### src/rtl/play_seq_pkg.sv
// Shared types and constants for the playback sequencer.
// Optional abort feature is enabled by defining PLAY_SEQ_ABORT_EN.
package play_seq_pkg;

    localparam int          ADDR_W_DEF = 9;
    localparam int          DATA_W_DEF = 12;
    localparam int          CNT_W      = 4;
    localparam int unsigned END_MARK   = 0;

    typedef enum logic [2:0] {
        ST_IDLE  = 3'd0,
        ST_FETCH = 3'd1,
        ST_CHECK = 3'd2,
        ST_OUT   = 3'd3,
        ST_DONE  = 3'd4
    } state_t;

    // A requested pass count of zero still plays the table once.
    function automatic logic [CNT_W-1:0] pass_init(input logic [CNT_W-1:0] loop_cnt);
        return (loop_cnt == 4'd0) ? 4'd1 : loop_cnt;
    endfunction

endpackage

### src/rtl/play_seq_ctrl_addr_gen.sv
// ROM address register with clear, increment and last-address flag.
module play_addr_gen
    import play_seq_pkg::*;
#(
    parameter int ADDR_W = ADDR_W_DEF
) (
    input  logic              clk,
    input  logic              rstn,
    input  logic              i_clr,
    input  logic              i_inc,
    output logic [ADDR_W-1:0] o_addr,
    output logic              o_last
);

    logic [ADDR_W-1:0] r_addr;

    // Address register: clear has priority over increment.
    always_ff @(posedge clk or negedge rstn) begin
        if (!rstn) begin
            r_addr <= '0;
        end else if (i_clr) begin
            r_addr <= '0;
        end else if (i_inc) begin
            r_addr <= r_addr + {{(ADDR_W-1){1'b0}}, 1'b1};
        end else begin
            r_addr <= r_addr;
        end
    end

    assign o_addr = r_addr;
    assign o_last = &r_addr;

endmodule

### src/rtl/play_seq_ctrl.sv
// Playback sequencer: streams ROM words until an end marker or the last
// address, repeating for the requested number of passes.
// Define PLAY_SEQ_ABORT_EN to add the abort input.
module play_seq_ctrl
    import play_seq_pkg::*;
#(
    parameter int ADDR_W = ADDR_W_DEF,
    parameter int DATA_W = DATA_W_DEF
) (
    input  logic              clk,
    input  logic              rstn,
    input  logic              start,
    input  logic [CNT_W-1:0]  loop_cnt,
`ifdef PLAY_SEQ_ABORT_EN
    input  logic              abort,
`endif
    output logic [ADDR_W-1:0] rom_addr,
    input  logic [DATA_W-1:0] rom_data,
    output logic [DATA_W-1:0] out_data,
    output logic              out_valid,
    input  logic              out_ready,
    output logic              busy,
    output logic              done
);

    state_t            r_state;
    state_t            w_state_nxt;
    logic [CNT_W-1:0]  r_pass_cnt;
    logic [DATA_W-1:0] r_out_data;
    logic              r_out_valid;
    logic              r_busy;
    logic              r_done;

    logic              w_abort;
    logic              w_addr_clr;
    logic              w_addr_inc;
    logic              w_addr_last;
    logic              w_cnt_load;
    logic              w_cnt_dec;
    logic              w_cnt_clr;
    logic              w_ov_set;
    logic              w_ov_clr;
    logic              w_done_set;
    logic              w_pass_end;

`ifdef PLAY_SEQ_ABORT_EN
    assign w_abort = abort;
`else
    assign w_abort = 1'b0;
`endif

    play_addr_gen #(.ADDR_W(ADDR_W)) u_addr_gen (
        .clk    (clk),
        .rstn   (rstn),
        .i_clr  (w_addr_clr),
        .i_inc  (w_addr_inc),
        .o_addr (rom_addr),
        .o_last (w_addr_last)
    );

    // FSM state register.
    always_ff @(posedge clk or negedge rstn) begin
        if (!rstn) begin
            r_state <= ST_IDLE;
        end else begin
            r_state <= w_state_nxt;
        end
    end

    // Next-state and datapath control decode; abort outranks every transition.
    always_comb begin
        w_state_nxt = r_state;
        w_addr_clr  = 1'b0;
        w_addr_inc  = 1'b0;
        w_cnt_load  = 1'b0;
        w_cnt_dec   = 1'b0;
        w_cnt_clr   = 1'b0;
        w_ov_set    = 1'b0;
        w_ov_clr    = 1'b0;
        w_done_set  = 1'b0;
        w_pass_end  = 1'b0;
        if (w_abort && (r_state != ST_IDLE)) begin
            w_state_nxt = ST_IDLE;
            w_addr_clr  = 1'b1;
            w_ov_clr    = 1'b1;
            w_cnt_clr   = 1'b1;
        end else begin
            case (r_state)
                ST_IDLE: begin
                    if (start) begin
                        w_state_nxt = ST_FETCH;
                        w_addr_clr  = 1'b1;
                        w_cnt_load  = 1'b1;
                    end else begin
                        w_state_nxt = ST_IDLE;
                    end
                end
                ST_FETCH: begin
                    w_state_nxt = ST_CHECK;
                end
                ST_CHECK: begin
                    if (rom_data == DATA_W'(END_MARK)) begin
                        w_pass_end = 1'b1;
                    end else begin
                        w_ov_set    = 1'b1;
                        w_state_nxt = ST_OUT;
                    end
                end
                ST_OUT: begin
                    if (out_ready) begin
                        w_ov_clr = 1'b1;
                        if (w_addr_last) begin
                            w_pass_end = 1'b1;
                        end else begin
                            w_addr_inc  = 1'b1;
                            w_state_nxt = ST_FETCH;
                        end
                    end else begin
                        w_state_nxt = ST_OUT;
                    end
                end
                ST_DONE: begin
                    w_done_set  = 1'b1;
                    w_state_nxt = ST_IDLE;
                end
                default: begin
                    w_state_nxt = ST_IDLE;
                end
            endcase
            // A pass ends on the marker or after the last address transfers.
            if (w_pass_end) begin
                w_cnt_dec = 1'b1;
                if (r_pass_cnt > 4'd1) begin
                    w_addr_clr  = 1'b1;
                    w_state_nxt = ST_FETCH;
                end else begin
                    w_state_nxt = ST_DONE;
                end
            end else begin
                w_cnt_dec = 1'b0;
            end
        end
    end

    // Registered outputs and pass counter.
    always_ff @(posedge clk or negedge rstn) begin
        if (!rstn) begin
            r_out_data  <= '0;
            r_out_valid <= 1'b0;
            r_busy      <= 1'b0;
            r_done      <= 1'b0;
            r_pass_cnt  <= '0;
        end else begin
            r_busy <= (w_state_nxt != ST_IDLE);
            r_done <= w_done_set;
            if (w_ov_set) begin
                r_out_valid <= 1'b1;
                r_out_data  <= rom_data;
            end else if (w_ov_clr) begin
                r_out_valid <= 1'b0;
            end else begin
                r_out_valid <= r_out_valid;
            end
            if (w_cnt_load) begin
                r_pass_cnt <= pass_init(loop_cnt);
            end else if (w_cnt_clr) begin
                r_pass_cnt <= '0;
            end else if (w_cnt_dec) begin
                r_pass_cnt <= r_pass_cnt - 4'd1;
            end else begin
                r_pass_cnt <= r_pass_cnt;
            end
        end
    end

    assign out_data  = r_out_data;
    assign out_valid = r_out_valid;
    assign busy      = r_busy;
    assign done      = r_done;

endmodule
### config.mk
export PLATFORM = sky130hd
export DESIGN_NAME = play_seq_ctrl
export DESIGN_NICKNAME = d
export VERILOG_FILES = /design/src/rtl/play_seq_pkg.sv /design/src/rtl/play_seq_ctrl_addr_gen.sv /design/src/rtl/play_seq_ctrl.sv
export SDC_FILE = /design/constraint.sdc
export NUM_CORES = 1
export LEC_CHECK = 0
export ABC_AREA = 0
export BUFFER_PORTS_ARGS = -buffer_cell sky130_fd_sc_hd__buf_4
export CORE_MARGIN = 2
export CORE_UTILIZATION = 30
export DETAILED_ROUTE_END_ITERATION = 7
export PLACE_DENSITY_LB_ADDON = 0.08
export SYNTH_ARGS = -nofsm -noshare
export SYNTH_HDL_FRONTEND = slang
export SYNTH_SLANG_ARGS = --single-unit
### constraint.sdc
create_clock -name clk -period 4.1 [get_ports clk]
set_input_delay 0.615 -clock clk [delete_from_list [all_inputs] [get_ports clk]]
set_output_delay 0.615 -clock clk [all_outputs]
set_load 0.02 [all_outputs]
==> results.cfg, run 1 <==
[die]
row_count = 26
ioPinCount = 44
fp.dieArea_sq_um = 5781
chipWidth_um = 76.03
die_h_um = 76.03
start_util_pct = 30.87
core-area_sq_um = 5042

[worst_setup_path]
max_stage_delay_ns = 0.82
worstReg2RegStart = r_state[1]
r2r_cells = 3
end_kind = register
arrival_ns = 2.47
cpMaxStageDelayCell = nor2_1
crit_fanout = 13
start_kind = register
cp_cell_sequence = or3b_1 -> nor2_1 -> mux2_2
critPathRequiredTime_ns = 4.26
critPathKind = reg2reg
startpoint = r_state[1]

[synth]
synth_warnings = 0
synth_area_leader_cell = dfrtp_1
synth_seq_area_share_pct = 49.84
yosys-top-cells-area = dfrtp_1 (50%), mux2_2 (8.7%), xnor2_1 (3.9%)
synthTopCellsByCount = dfrtp_1 (31), mux2_2 (12), nor2_1 (12)
synth_edf_count = 0
synth_top_area_share_pct = 49.84
synth_area_sq_um = 1556
synth_top_flop_cell = dfrtp_1
synth_area_per_cell_sq_um = 11.20
syn_nets = 163
syn_inst = 139
synth-seq-cells = 31
ys_types = 36
yosys.cell_count.top_type = dfrtp_1
ys_async_sr_fraction_pct = 100.0

[run_status]
run_status = finished, final reports clean

[detailed_routing]
vias = 1218
viasPerCell = 4.795
firstDrtPassIters = 4
drt_iter0_markers = 41
antenna_left = 0
drc = 0
wl_mm = 3.599
wl_per_cell_um = 14.17

[placed_design]
gp_congestion = 0.7826
io_buffers = 43
place_hpwl_mm = 2.609
placed_cell_area_sq_um = 1933

[timing]
max_freq_mhz = 433.8
clock_skew_ns = 0.01017
slew_headroom_pct = 20.33
fin_tns_setup_ns = 0
grt_setup_unrepaired = false
timing.final.crit_share_pct = 56.23
setup_viol = 0
finalHoldViolations = 0
min_period_ns = 2.305
worstMarginPinSlew_ns = 1.192
drv_slew = 0

[grt]
grt_pass1_wl_mm = 6.272
grt_pass1_vias = 1277
overflow = 0
grt_max_degree = 32
antenna_found_initial = 0
grtUsageTotal_pct = 13.63

[power]
switching_power_uw = 500.5
pwr-share-seq_pct = 39.0
switching_share_pct = 38.38
power.total_mw = 1.304
power_density_nw_per_um2 = 647.4
internal_power_uw = 803.7
p_leak_nw = 0.8513
peakVddDrop_mv = 0.2986
clockPowerShare_pct = 17.9
power_frac_comb_pct = 43.1

[cts]
clock_latency_ns = 0.28
ctsHoldBuffers = 0
path_clk_slew_ns = 0.07
clock_path_buffers = 2
cts_resized = 0
cts_buffers = 5
postCtsSetupBuffers = 0
cts.sinks = 31
root_buffer = clkbuf_8
cts_htree_levels = 2
cts_tree = built

[finish]
area_growth_pct = 29.42
layout-drive-gt1-share_pct = 36.96
final_area_sq_um = 2014
nets = 207
diodes = 0
fillers = 504

[worst_hold_path]
min_path_type = in2async

[run]
drv_cap = 0
## layout make-up
type / count / area, sq um / share of cell area (%)
Sequential cell: 31 / 775.7 / 38.51
Tap cell: 70 / 87.58 / 4.348
Multi-Input combinational cell: 96 / 724.4 / 35.96
Timing Repair Buffer: 43 / 322.8 / 16.02
Clock buffer: 7 / 76.32 / 3.789
Inverter: 6 / 22.52 / 1.118
Clock inverter: 1 / 5.005 / 0.2484
## metal layers
| metal | up-vias | share of wire, % | track usage [%] |
|---|---|---|---|
| met1 | 590 | 42 | 15.96 |
| li1 | 592 | - | - |
| met3 | 6 | 5.3 | 4.502 |
| met2 | 30 | 51 | 23.13 |
| met5 | - | 0 | 0 |
| met4 | 0 | 1.3 | 5.455 |
## worst max-delay path: cells and delay by family, from the launching register on
kind             cells  cell delay [ns]
and+or+nand+nor      2             1.28
DFF                  1             0.49
muxes                1             0.42
## path summary, 6_finish.rpt
path                                         to  slack [ns]
max reg2reg                        out_data[11]        1.79
min in group clk                      out_valid        0.49
min reg2reg                           out_valid        0.49
max in group asynchronous           out_data[0]        3.54
min                        u_addr_gen.o_addr[7]        0.25
max                                out_data[11]        1.79
## through the flow
step	std cells	setup WS, ns	utilization (%)	hold slack (ns)
2_1_floorplan	139	1.786	-	0.3194
3_3_place_gp	246	1.626	38.34	0.4677
3_5_place_dp	246	1.627	38.34	0.4800
4_1_cts	254	1.735	39.95	0.2692
5_1_grt	254	1.616	39.95	0.2785
6_report	254	1.795	39.95	0.2510
## cell usage in the layout, fill, tap and decap left out, types with 3 or more instances in the layout
master    instances
nor4_1            5
a21oi_1           5
dfrtp_1          31
buf_4            43
xnor2_1           7
clkbuf_8          5
o21ai_0           3
ha_1              4
inv_1             6
nor3_1            9
nand2_1           9
mux2_2           12
nor2_1           12
or4_4             3
## power by group through the flow
stage                     sequential [mW]  combinational (mW)  clock (mW)
after floorplan                     0.589               0.276           0
after global placement              0.507               0.563           0
final                               0.508               0.562       0.234
after detailed placement            0.514               0.571           0
after global routing                0.528               0.613       0.262
after CTS                           0.509               0.573       0.244
## sequential cells by signal, summed over array words and instances, names as in the netlist
signal and flops:
r_state 3, u_addr_gen.o_addr 9, r_pass_cnt 4, out_valid 1, busy 1, done 1
out_data 12
## cell families after synthesis
| group | synth area share (%) |
|---|---|
| simple gates | 18.49 |
| fa+ha+maj | 3.216 |
| xor+xnor | 3.939 |
| flops | 49.84 |
| mux | 9.325 |
| buf+inv | 4.019 |
| compound gates | 11.17 |
No activity file was read; power rests on OpenSTA's default activity.
==> run 2: changes to the inputs <==
--- a/config.mk
+++ b/config.mk
@@ -5,7 +5,7 @@
 export SDC_FILE = /design/constraint.sdc
 export NUM_CORES = 1
 export LEC_CHECK = 0
-export ABC_AREA = 0
+export ABC_AREA = 1
 export BUFFER_PORTS_ARGS = -buffer_cell sky130_fd_sc_hd__buf_4
 export CORE_MARGIN = 2
 export CORE_UTILIZATION = 30
==> constraint.sdc (replaced) <==
create_clock -name clk -period 2.2 [get_ports clk]
set_input_delay 0.33 -clock clk [delete_from_list [all_inputs] [get_ports clk]]
set_output_delay 0.33 -clock clk [all_outputs]
set_load 0.02 [all_outputs]
==> results.cfg, run 2 <==
[detailed_routing]
met3WireLength_um = 189
antenna_left = 0
vias = 1369
firstDrtPassIters = 4
drc = 0
wl_met2_mm = 1.445
drt_iter0_markers = 64
viasPerCell = 4.292
wl_met1_mm = 1.756
wl_mm = 3.436
wl_per_cell_um = 10.77
top_layer_used = met4

[worst_setup_path]
critPathRequiredTime_ns = 2.40
max_stage_delay_ns = 0.41
critPathKind = reg2reg
crit_fanout = 8
cp_cell_sequence = ha_1 -> nand2_1 -> nor2_1 -> nand3_1 -> nor2_1 -> ha_1 -> nor2_1 -> nand2_4 -> inv_2 -> nand3_1 -> nand2_1 -> nand2_1 -> nor2_1
end_kind = register
start_kind = register
startpoint = u_addr_gen.o_addr[0]
cp_common_cell = nor2_1
worstReg2RegStart = u_addr_gen.o_addr[0]
arrival_ns = 2.17
cpMaxStageDelayCell = dfrtp_1

[synth]
synth_area_sq_um = 1580
synth_seq_area_share_pct = 49.09
synth_warnings = 0
synth_top_flop_cell = dfrtp_1
synthAdderAreaFrac_pct = 3.167
synth-simple-area-share_pct = 33.81
syn_nets = 222
yosys-top-cells-area = dfrtp_1 (49%), nand2_1 (13%), nand3_1 (6.7%)
synth_area_leader_cell = dfrtp_1
synth_top_area_share_pct = 49.09
yosys.cell_count.top_type = nand2_1
ys_async_sr_fraction_pct = 100.0
synth_area_per_cell_sq_um = 7.981
synth_edf_count = 0
syn_inst = 198
synthTopCellsByCount = nand2_1 (55), dfrtp_1 (31), nor2_1 (26)
synthXorXnorAreaFrac_pct = 2.217
yosys-mux-area-fraction_pct = 0
synth_top_family_by_area = simple AND/OR/NAND/NOR gates
synth_compound_area_share_pct = 4.830
ys_types = 22
synth-seq-cells = 31

[finish]
area_growth_pct = 31.04
largest_reg_flops = 12
diodes = 0
final_cell_mix = nand2_1 (55), buf_4 (43), dfrtp_1 (31), nor2_1 (26), inv_1 (24)
nets = 272
multi_input_area_sq_um = 695.7
stdcell_count = 319
layout-drive-gt1-share_pct = 25.30
register_area_sq_um = 775.7
fillers = 564
final_util_pct = 40.54
layout_commonest_cell = nand2_1

[timing]
fin_tns_setup_ns = 0
setup_viol = 0
worstMarginPinSlew_ns = 0.4601
clock_skew_ns = 0.007619
timing.final.crit_share_pct = 89.29
max_freq_mhz = 509.1
finalHoldViolations = 0
drv_slew = 0
grt_setup_unrepaired = false
slew_headroom_pct = 69.09
min_period_ns = 1.964
whs_ns = 0.2876

[power]
peakVddDrop_mv = 0.3659
power.total_mw = 2.555
power_density_nw_per_um2 = 1234
p_leak_nw = 1.074

[placed_design]
io_buffers = 43
place_hpwl_mm = 2.526
gp_congestion = 0.8553
dp_cells = 310

[die]
chipWidth_um = 76.58
start_util_pct = 30.94
fp.dieArea_sq_um = 5864
ioPinCount = 44
row_count = 26
core-area_sq_um = 5107
die_h_um = 76.58

[cts]
ctsHoldBuffers = 1
clock_latency_ns = 0.28
cts_htree_levels = 2
cts_buffers = 5
path_clk_slew_ns = 0.07
cts_resized = 0
root_buffer = clkbuf_8
clock_path_buffers = 2
cts_tree = built
postCtsSetupBuffers = 0
cts.sinks = 31

[grt]
grtUsageTotal_pct = 12.51
antenna_found_initial = 0
grt_max_degree = 32
grt_pass1_vias = 1280
grt_pass1_wl_mm = 5.871
overflow = 0

[worst_hold_path]
min_path_type = in2reg
hp-start = rom_data[3]

[run]
drv_cap = 0

[run_status]
run_status = finished, final reports clean
-- run 2: worst max-delay path: cells and delay by family, from the launching register on --
family / cells / cell delay, ns
fa+ha+maj: 2 / 0.41
buf+inv: 1 / 0.13
flops: 1 / 0.41
simple gates: 10 / 0.93
-- run 2: cell families (layout without fill, tap and decap cells) --
| family | after synthesis | in the layout |
|---|---|---|
| AO/OA/AOI/OAI | 14 | 14 |
| buffers and inverters | 27 | 78 |
| AND/OR/NAND/NOR | 118 | 118 |
| XOR/XNOR | 4 | 4 |
| adder cells (fa/ha/maj) | 4 | 4 |
| flip-flops | 31 | 31 |
-- run 2: final timing paths --
path,end,cells past startpoint,slack [ns]
max,u_addr_gen.o_addr[7],13,0.24
min,out_data[3],3,0.29
max reg2reg,u_addr_gen.o_addr[7],13,0.24
min reg2reg,out_data[10],2,0.48
max in group asynchronous,u_addr_gen.o_addr[7],2,1.38
min in group asynchronous,out_data[3],2,0.52
-- run 2: power by group --
part	internal, mW	switching (mW)	total (mW)	leakage (nW)
clock network	0.221	0.199	0.420	0.0422
registers	0.794	0.146	0.941	0.388
logic	0.476	0.718	1.19	0.644
total	1.49	1.06	2.55	1.07
-- run 2: routing by layer --
metal / global-route usage (%) / vias to the layer above
met5: 0 / -
met3: 3.910 / 4
met4: 4.909 / 0
li1: - / 724
met1: 16.50 / 610
met2: 19.12 / 31
-- run 2: stage by stage --
stage / setup slack, ns / cell area [sq um]
5_1_grt: 0.01722 / 2071
4_1_cts: 0.2143 / 2071
3_5_place_dp: 0.2438 / 1979
3_3_place_gp: 0.2673 / 1979
6_report: 0.2356 / 2071
2_1_floorplan: 0.3453 / 1580
-- run 2: area by class of cell --
type / count / area share, %
Timing Repair Buffer: 44 / 16.07
Tap cell: 70 / 4.230
Multi-Input combinational cell: 140 / 33.60
Clock inverter: 1 / 0.2417
Clock buffer: 7 / 3.686
Inverter: 26 / 4.713
Sequential cell: 31 / 37.46
==> run 3: changes to the inputs <==
--- a/config.mk
+++ b/config.mk
@@ -9,6 +9,7 @@
 export BUFFER_PORTS_ARGS = -buffer_cell sky130_fd_sc_hd__buf_4
 export CORE_MARGIN = 2
 export CORE_UTILIZATION = 30
+export CTS_CLUSTER_DIAMETER = 50
 export DETAILED_ROUTE_END_ITERATION = 7
 export PLACE_DENSITY_LB_ADDON = 0.08
 export SYNTH_ARGS = -nofsm -noshare
==> constraint.sdc (replaced) <==
create_clock -name clk -period 2.3 [get_ports clk]
set_input_delay 0.345 -clock clk [delete_from_list [all_inputs] [get_ports clk]]
set_output_delay 0.345 -clock clk [all_outputs]
set_load 0.01 [all_outputs]
==> results.cfg, run 3 (synthesis gave the netlist of run 2 again) <==
[run_status]
run_status = finished, final reports clean

[worst_setup_path]
crit_fanout = 8
critPathKind = reg2reg
arrival_ns = 2.17
worst-r2r-setup-slack_ns = 0.34
start_kind = register
r2r_cells = 13
worstReg2RegStart = u_addr_gen.o_addr[0]
reg2reg_to = u_addr_gen.o_addr[7]
critPathRequiredTime_ns = 2.50
end_kind = register

[grt]
overflow = 0
antenna_found_initial = 0
grt_pass1_wl_mm = 6.016
grt_pass1_vias = 1320
grtUsageTotal_pct = 12.66
grt_max_degree = 32

[die]
core-area_sq_um = 5107
ioPinCount = 44
die_h_um = 76.58
row_count = 26
chipWidth_um = 76.58
fp.dieArea_sq_um = 5864
start_util_pct = 30.94

[worst_hold_path]
hp-start = loop_cnt[2]
holdPathEnd = r_pass_cnt[2]
min_path_type = in2reg
hold_depth = 3

[timing]
finalHoldViolations = 0
worstMarginPinSlew_ns = 0.4593
drv_slew = 0
slew_headroom_pct = 69.15
clock_skew_ns = 0.009721
fin_tns_setup_ns = 0
max_freq_mhz = 509.2
setup_viol = 0
min_period_ns = 1.964
timing.final.crit_share_pct = 85.38
grt_setup_unrepaired = false

[placed_design]
io_buffers = 43
place_hpwl_mm = 2.505
gp_congestion = 0.8551

[power]
internal_power_mw = 1.557
p_leak_nw = 1.093
power_frac_comb_pct = 40.8
power_density_nw_per_um2 = 1169
clockPowerShare_pct = 22.6
pwr-share-seq_pct = 36.5
peakVddDrop_mv = 0.3358
switching_share_pct = 36.80
switching_power_uw = 906.8

[detailed_routing]
vias = 1360
wl_per_cell_um = 10.78
drt_iter0_markers = 38
firstDrtPassIters = 4
antenna_left = 0
viasPerCell = 4.263
wl_mm = 3.440
drc = 0

[finish]
final_cell_mix = nand2_1 (55), buf_4 (43), dfrtp_1 (31), nor2_1 (26), inv_1 (24)
final_util_pct = 41.25
largest_reg_flops = 12
layout-drive-gt1-share_pct = 26.10
nets = 272
multi_input_area_sq_um = 695.7
area_growth_pct = 33.33
diodes = 0
fillers = 532
register_area_sq_um = 775.7
layout_commonest_cell = nand2_1

[cts]
cts_buffers = 5
path_clk_slew_ns = 0.07
clock_path_buffers = 2
clock_latency_ns = 0.28
root_buffer = clkbuf_8
cts_resized = 0
cts_tree = built
cts_htree_levels = 2
cts.sinks = 31
postCtsSetupBuffers = 0
ctsHoldBuffers = 1

[run]
drv_cap = 0
[run 3: cell count changes in the layout (fill, tap and decap cells not counted)]
cell	change
clkbuf_8	+1
bufinv_16	+1
clkbuf_1	-2
[run 3: layout make-up]
type / instances / area share [%]
Timing Repair Buffer: 44 / 15.80
Inverter: 26 / 4.632
Clock inverter: 2 / 1.663
Sequential cell: 31 / 36.82
Clock buffer: 6 / 3.919
Tap cell: 70 / 4.157
Multi-Input combinational cell: 140 / 33.02
[run 3: metal layers]
metal / share of wire (%) / track usage (%)
met1: 51 / 16.80
met2: 42 / 19.29
met3: 5.9 / 4.265
met4: 1.0 / 4.364
met5: 0 / 0
[run 3: worst max path at each step]
stage / depth (start not counted) / from / slack, ns / to
floorplan: 11 / u_addr_gen.o_addr[0] / 0.51 / u_addr_gen.o_addr[3]
global placement: 13 / u_addr_gen.o_addr[0] / 0.37 / u_addr_gen.o_addr[7]
detailed placement: 13 / u_addr_gen.o_addr[0] / 0.35 / u_addr_gen.o_addr[7]
CTS: 13 / u_addr_gen.o_addr[0] / 0.32 / u_addr_gen.o_addr[7]
global route: 13 / u_addr_gen.o_addr[0] / 0.08 / u_addr_gen.o_addr[6]
finish: 13 / u_addr_gen.o_addr[0] / 0.34 / u_addr_gen.o_addr[7]
[run 3: critical path, cell delays in order (launching register included)]
cell and delay [ns]:
dfrtp_1 0.42, ha_1 0.23, nand2_1 0.06, nor2_1 0.06, nand3_1 0.09, nor2_1 0.05, ha_1 0.18, nor2_1 0.23
nand2_4 0.13, inv_2 0.13, nand3_1 0.08, nand2_1 0.07, nand2_1 0.05, nor2_1 0.11
[run 3: power by group through the flow]
stage	sequential, mW	combinational [mW]	clock (mW)
CTS	0.901	1.03	0.576
finish	0.900	1.01	0.558
floorplan	0.968	0.564	0
global placement	0.906	1.03	0
global route	0.931	1.15	0.599
detailed placement	0.911	1.02	0
[run 3: metrics by stage]
| stage | total power, mW | instances | setup slack, ns | cell area [sq um] | hold slack [ns] |
|---|---|---|---|---|---|
| 6_report | 2.464 | 319 | 0.3363 | 2107 | 0.2881 |
| 5_1_grt | 2.684 | 319 | 0.07747 | 2107 | 0.2964 |
| 4_1_cts | 2.504 | 319 | 0.3221 | 2107 | 0.2846 |
| 3_5_place_dp | 1.932 | 310 | 0.3502 | 1979 | 0.3068 |
| 3_3_place_gp | 1.938 | 310 | 0.3679 | 1979 | 0.3080 |
| 2_1_floorplan | 1.531 | 198 | 0.5077 | 1580 | 0.04941 |
